<file path="src/rtl/div_issue_ctrl.sv">
// Requester side of the divider Start/Ready handshake: latches DIV/DIVU operands, holds Start
// until Ready, writes {remainder, quotient} to HI/LO and stalls the pipe while a divide is open.
module div_issue_ctrl #(
    parameter logic [31:0] DIV0_LO = 32'hFFFF_FFFF
) (
    input  logic        clk,
    input  logic        rst,
    input  logic        ex_div_valid,
    input  logic        ex_div_signed,
    input  logic [31:0] ex_rs,
    input  logic [31:0] ex_rt,
    input  logic        ex_flush,
    output logic        stall,
    output logic        busy,
    output logic        div_start,
    output logic        div_signed,
    output logic [31:0] div_a,
    output logic [31:0] div_b,
    input  logic [63:0] div_result,
    input  logic        div_ready,
    output logic        hilo_we,
    output logic [31:0] hi_wdata,
    output logic [31:0] lo_wdata
);

    typedef enum logic [2:0] {StIdle, StBusy, StDrain, StWb, StZero} state_e;

    state_e      state_q, state_d;
    logic        start_q, start_d;
    logic        signed_q, signed_d;
    logic [31:0] a_q, a_d;
    logic [31:0] b_q, b_d;
    logic        we_q, we_d;
    logic [31:0] hi_q, hi_d;
    logic [31:0] lo_q, lo_d;
    logic        stall_c;
    logic        accept;

    assign accept = ex_div_valid && !ex_flush;

    always_comb begin
        state_d  = state_q;
        start_d  = start_q;
        signed_d = signed_q;
        a_d      = a_q;
        b_d      = b_q;
        we_d     = 1'b0;
        hi_d     = hi_q;
        lo_d     = lo_q;
        stall_c  = 1'b0;
        unique case (state_q)
            StIdle: begin
                stall_c = accept;
                if (accept) begin
                    a_d      = ex_rs;
                    b_d      = ex_rt;
                    signed_d = ex_div_signed;
                    if (ex_rt == 32'd0) begin
                        hi_d    = ex_rs;
                        lo_d    = DIV0_LO;
                        we_d    = 1'b1;
                        state_d = StZero;
                    end else begin
                        start_d = 1'b1;
                        state_d = StBusy;
                    end
                end
            end
            StBusy: begin
                stall_c = 1'b1;
                if (ex_flush) begin
                    state_d = StDrain;
                end else if (div_ready) begin
                    hi_d    = div_result[63:32];
                    lo_d    = div_result[31:0];
                    we_d    = 1'b1;
                    start_d = 1'b0;
                    state_d = StWb;
                end
            end
            // The divider cannot abort, so a cancelled divide runs to Ready and is discarded.
            StDrain: begin
                stall_c = ex_div_valid;
                if (div_ready) begin
                    start_d = 1'b0;
                    state_d = StWb;
                end
            end
            // Stay until Ready is seen low so the next Start reloads operands instead of resuming.
            StWb: begin
                stall_c = ex_div_valid && !we_q;
                if (!div_ready) begin
                    state_d = StIdle;
                end
            end
            StZero: begin
                stall_c = 1'b0;
                state_d = StIdle;
            end
            default: state_d = StIdle;
        endcase
    end

    always_ff @(posedge clk or negedge rst) begin
        if (!rst) begin
            state_q  <= StIdle;
            start_q  <= 1'b0;
            signed_q <= 1'b0;
            a_q      <= 32'd0;
            b_q      <= 32'd0;
            we_q     <= 1'b0;
            hi_q     <= 32'd0;
            lo_q     <= 32'd0;
        end else begin
            state_q  <= state_d;
            start_q  <= start_d;
            signed_q <= signed_d;
            a_q      <= a_d;
            b_q      <= b_d;
            we_q     <= we_d;
            hi_q     <= hi_d;
            lo_q     <= lo_d;
        end
    end

    assign stall      = rst && stall_c;
    assign busy       = (state_q != StIdle);
    assign div_start  = start_q;
    assign div_signed = signed_q;
    assign div_a      = a_q;
    assign div_b      = b_q;
    assign hilo_we    = we_q && !ex_flush;
    assign hi_wdata   = hi_q;
    assign lo_wdata   = lo_q;

endmodule

</file>
<file path="config.mk">
export PLATFORM = sky130hd
export DESIGN_NAME = div_issue_ctrl
export DESIGN_NICKNAME = d
export VERILOG_FILES = /design/src/rtl/div_issue_ctrl.sv
export SDC_FILE = /design/constraint.sdc
export NUM_CORES = 1
export LEC_CHECK = 0
export ABC_AREA = 1
export ABC_CLOCK_PERIOD_IN_PS = 1700
export BUFFER_PORTS_ARGS = -buffer_cell sky130_fd_sc_hd__buf_2
export CAP_MARGIN = 20
export CORE_MARGIN = 4
export CORE_UTILIZATION = 25
export DETAILED_ROUTE_END_ITERATION = 12
export GPL_ROUTABILITY_DRIVEN = 0
export HOLD_SLACK_MARGIN = 0.05
export PLACE_DENSITY = 0.58
export SETUP_SLACK_MARGIN = 0.4
export SLEW_MARGIN = 0
export SYNTH_ARGS = -nofsm -noshare
export SYNTH_HDL_FRONTEND = slang
export SYNTH_SLANG_ARGS = --single-unit
</file>
<file path="constraint.sdc">
create_clock -name clk -period 1.7 [get_ports clk]
set_input_delay 0.085 -clock clk [delete_from_list [all_inputs] [get_ports clk]]
set_output_delay 0.085 -clock clk [all_outputs]
set_load 0.05 [all_outputs]
</file>
==> metrics.txt, run 1 <==
Netlist Area Pre-Place=6030 sq um; vias per std cell=4.49; vias in the first global route=around 6400; met2 Use GR=a little over a quarter; Max-Cap Viols=0; synth unique cells=25; failing checks=negative setup slack; type of origin of the critical path=flop; yosys warns=0; Seq. cell area=between 3000 and 4000 sq um; PnR worst setup slack=-0.0808 ns; Worst Path Max Fanout=6; DR DRC count=0; Die W=163 um; final worst-path cycle share=105%; die area=26700 sq um; outcome=complete, but fails checks; post-route ant nets=0; vias=6714; hold_ws=between 0.09 and 0.1 ns; layout cell share with drive strength beyond 1=40.9%; skew final=0.0126 ns; total power=21.5 mW; PD cells=1970 nW/um^2; EDFF count, synth=0; unrepaired setup endpoints after global routing=true; Congestion Overflow GR=0; Critical Path Sink Type=output port; Worst-Margin Slew=0.413 ns; 1st-pass router iterations=5; Crit Path Class=flop to output port; post-layout min period=1.78 ns; I/O Buffers=approximately 270; antenna violations before repair=0; Final Net Count=1298; row count=56; Layout area overhead=81.2%; Initial Utilization=25.6%; min-delay worst type=input port to flop; largest net degree at the start of global routing=74; post-synthesis async set-or-reset flop share=100%; clk buf depth=2; Fmax=0.562 GHz; LEAKAGE=5.78 nW; Finished Cell Area=10900 sq um; Net Count, Synth=872; IO Pins=about 270; Cell Area, Placed=between 7000 and 8000 sq um; share of the synthesized area in the top cell type=between 50% and 60%; main flop type after synthesis=dfrtp_1; worst skew pair latency=0.41 ns; Critical Path AT=1.70 ns; largest cells by area after synthesis=dfrtp_1, nand2_1, nand3_1; Mapped Cells=738; register bit total from synthesis=134; final hold violation count=0; area leader, netlist=dfrtp_1; routing usage on met3=5.22%; Max-slew headroom=72.1%; antenna fix cells=0; Iter 0 DRT Violations=594; CTS root buf=clkbuf_16; Most Used Layer, Global Route=met2; met1 Use GR=around a fifth; final setup fails=1; Max VDD drop=1370 uV; first-pass GRT wire length=~33000 um; Sink Count=134; dpl ws=0.117 ns; # fillers=2221; final WL=around 26000 um; WL per Instance=17.1 um; footprint of the multi-input gates=2740 sq um; CTS tree=yes; total track usage=15.8%; HPWL after DPL=about 14000 um; Crit path required time=approximately 1.6 ns; Slew Limit Fails=0; clock-pin slew on the worst setup and hold paths=0.06 ns; total core area=23600 sq um; Syn Area/Cell=8.18 sq um; die height=163 um; total CTS buffers=17; sequential area share after synthesis=between 50 and 60%; htree depth=4
[stage by stage]
step	utilization, %	std cells	TNS (ns)
final	46.3	1494	-0.0808
after global placement	32.7	1294	0
after global routing	46.3	1494	-0.537
after floorplan	-	738	0
after detailed placement	32.7	1294	0
after CTS	41.4	1461	-0.0904
[layout make-up]
| class | instances | share of cell area, % |
|---|---|---|
| tap | 319 | 3.65 |
| inverter | 39 | 1.43 |
| sequential | 134 | 30.7 |
| multi-input combinational | 520 | 25.1 |
| clock inverter | 11 | 1.39 |
| timing repair buffer | 452 | 33.6 |
| clock buffer | 19 | 4.14 |
[timing repair]
action / in CTS / in global routing
gates resized for setup: 8 / 218
pin swaps: 1 / 60
buffers inserted: 2 / 12
endpoints found under the setup margin: 135 / 136
cloned: 2 / 21
hold buffers: 133 / 0
endpoints found under the hold margin: 265 / 0
[Yosys cell counts (3+ instances only)]
master	count
buf_2	16
or2_2	21
dfrtp_1	134
nand2_1	322
buf_6	13
o21ai_1	9
buf_1	3
clkbuf_1	11
or2_1	3
o21ai_0	57
nor2_1	24
nand3_1	66
inv_1	37
or2_0	8
[state kept, by name, indices dropped and copies added, names as in the netlist]
register / count
hi_wdata: 32
lo_wdata: 32
div_signed: 1
div_a: 32
div_b: 32
we_q: 1
div_start: 1
state_q: 3
[where the power goes]
group	internal (mW)	switching (mW)
clock network	2.38	1.47
logic	3.50	8.65
registers	4.68	0.871
[per-layer routing]
layer	part of all wire (%)	wire [um]
met2	48	12200
met1	42	10800
met3	7.1	1810
met4	2.5	642
met5	0	0
[cell usage in the layout (no fill, tap or decap), types with 6 or more instances in the layout]
master / instances
o21ai_0: 32
nand3_1: 60
or2_0: 7
inv_1: 37
buf_8: 9
nand2_1: 236
nor2_1: 22
clkbuf_16: 31
o21ai_1: 28
o21ai_2: 6
buf_6: 9
or2_4: 22
dlygate4sd3_1: 133
buf_12: 16
dfrtp_1: 133
nand2_4: 28
buf_2: 262
nand2_2: 58
[final timing paths]
| check | start | endpoint | slack, ns | depth (start not counted) |
|---|---|---|---|---|
| hold reg to reg | div_b[27] | div_b[27] | 0.47 | 2 |
| setup reg to reg | state_q[1] | hi_wdata[26] | 0.05 | 10 |
| min in group asynchronous | rst | div_b[3] | 0.25 | 3 |
| setup / recovery | state_q[1] | stall | -0.08 | 6 |
| max in group asynchronous | rst | div_b[5] | 0.82 | 3 |
| hold / removal | ex_flush | state_q[0] | 0.09 | 6 |
[critical path, stage by stage (launching register included)]
cell,delay (ns)
dfrtp_1,0.41
nor2_4,0.07
nand2_2,0.12
clkinv_4,0.07
buf_4,0.15
o31a_2,0.32
buf_8,0.16
[cell families after synthesis]
logic type | share of synthesized area, %
and+or+nand+nor | 31.2
AOI/OAI and AO/OA | 5.95
DFF | 55.6
buffers and inverters | 7.30
Power figures use the tool's default switching activity.
==> run 2, diff against run 1 <==
Settings changed: ABC_CLOCK_PERIOD_IN_PS 1700 to 2300, CORE_MARGIN 4 to 2, SKIP_CTS_REPAIR_TIMING from default to 1.
Clock period 1.7 ns to 2.3 ns, I/O delays scaled along.
==> metrics.txt, run 2 (synthesis gave the netlist of run 1 again) <==
outcome=finished clean; Setup Total Neg Slack=0 ns (+0.0808 ns); vias in the first global route=5592 (-13%); clock-pin slew on the worst setup and hold paths=0.06 ns (about the same); Die W=159 um (-2.4%); post-layout min period=roughly 1.9 ns; row count=56 (unchanged); PD cells=1540 nW/um^2 (-22%); first-pass GRT wire length=29700 um (-11%); Cell Area, Placed=7620 sq um (-1.3%); cells along the critical path=nor2_2 > nand2_1 > inv_4 > buf_12 > o31a_1 > buf_4; Max VDD drop=710 uV (-48%); Buf/Inv on CP=3 (unchanged); most frequent cells in the layout=nand2_1, buf_2, dfrtp_1, dlygate4sd3_1, nand3_1; total track usage=14.6% (-1.2 points); total CTS buffers=17 (unchanged); crit path from=state_q[1]; IO Pins=267 (unchanged); final setup fails=0 (-1); vias=6096 (-9.2%); worst skew pair latency=0.41 ns (about the same); LEAKAGE=5.01 nW (-13%); clk buf depth=2 (unchanged); Most Used Layer, Global Route=met2; Worst-Margin Slew=0.582 ns (+0.168 ns); Core Util, Final=39.6% (-6.7 points); layout cell share with drive strength beyond 1=30.9% (-10 points); Critical Path AT=1.80 ns (+0.10 ns); I/O Buffers=266 (unchanged); die area=25400 sq um (-4.8%); PnR worst setup slack=0.384 ns (+0.465 ns); CTS tree=yes; Fmax=between 0.5 and 0.6 GHz; Critical Path Sink Type=output port; post-route ant nets=0 (unchanged); worst reg2reg startpoint=state_q[1]; cell depth of the worst setup path=6 (unchanged); Crit Path Class=flop to output port; unrepaired setup endpoints after global routing=true; number of placed cells counting well taps=1290 (-0.31%); worst stage delay on the critical path=0.43 ns (+0.02 ns); commonest non-fill, non-tap cell in the layout=nand2_1; Slew Limit Fails=0 (unchanged); reg-to-reg endpoint=hi_wdata[22]; 1st-pass router iterations=4 (-1); skew final=0.00800 ns (-0.00465 ns); vias per std cell=4.26 (-5.2%); WL per Instance=14.5 um (-15%); Slowest-stage cell, CP=dfrtp_1; reg2reg setup slack=0.56 ns (+0.51 ns); Worst Path Max Fanout=17 (+11); HP Start=ex_rs[19]; Final Net Count=1232 (-5.1%); HPWL after DPL=12800 um (-5.6%); # fillers=2437 (+9.7%); Initial Utilization=25.6% (unchanged); die height=159 um (-2.4%); Max-slew headroom=61.2% (-11 points); final worst-path cycle share=83.3%; DR DRC count=0 (unchanged); antenna violations before repair=2 (+2); type of origin of the critical path=flop; Iter 0 DRT Violations=361 (-39%); top cell family by delay on the critical path=buffers and inverters; Crit path required time=2.18 ns (+0.56 ns); htree depth=4 (unchanged); hold_ws=0.00578 ns (-0.0856 ns); met1 Use GR=18.4% (-0.83 points); total power=14.4 mW (-33%); Sink Count=134 (unchanged); CTS root buf=clkbuf_16; Critical Path Sink=stall; final hold violation count=0 (unchanged); total core area=23600 sq um (unchanged); final WL=20700 um (-19%); largest net degree at the start of global routing=72 (-2.7%); Congestion Overflow GR=0 (unchanged); min-delay worst type=input port to flop; Max-Cap Viols=0 (unchanged); final std cells w/o fill=1431 (-4.2%); worst reg2reg path depth=8 (-2); dpl ws=0.446 ns (+0.329 ns); Finished Cell Area=9350 sq um (-15%); routing usage on met3=5.24% (+0.012 points); met2 Use GR=23.7% (-2.3 points); Layout area overhead=54.9%
==> run 2: cell type report <==
cell class	instances	area (sq um)	share of cell area (%)
Tap cell	319	399	4.27
Antenna cell	1	2.50	0.0268
Clock inverter	14	150	1.61
Timing Repair Buffer	385	2580	27.7
Multi-Input combinational cell	521	2270	24.3
Inverter	39	149	1.59
Clock buffer	18	439	4.70
Sequential cell	134	3350	35.9
==> run 2: tightest hold or removal path: stages <==
cell and delay, ns:
buf_2 0.10, inv_1 0.06, o21ai_0 0.09
==> run 2: layer usage <==
| metal | vias up | routed length [um] |
|---|---|---|
| li1 | 3029 | - |
| met1 | 2822 | 9110 |
| met2 | 217 | 9900 |
| met3 | 26 | 1320 |
| met4 | 2 | 336 |
| met5 | - | 13 |
==> run 2: where the power goes <==
| part | internal, mW | total [mW] | switching, mW |
|---|---|---|---|
| clock network | 1.64 | 2.75 | 1.12 |
| logic | 1.81 | 7.62 | 5.81 |
| registers | 3.45 | 4.03 | 0.583 |
==> run 2: worst min path at each step <==
stage	end	slack [ns]	depth (start not counted)
2_1_floorplan	div_a[0]	-0.18	0
3_3_place_gp	div_a[28]	0.004	1
3_5_place_dp	div_a[28]	0.006	1
4_1_cts	div_a[28]	-0.45	1
5_1_grt	hi_wdata[30]	0.05	5
6_report	div_a[19]	0.006	3
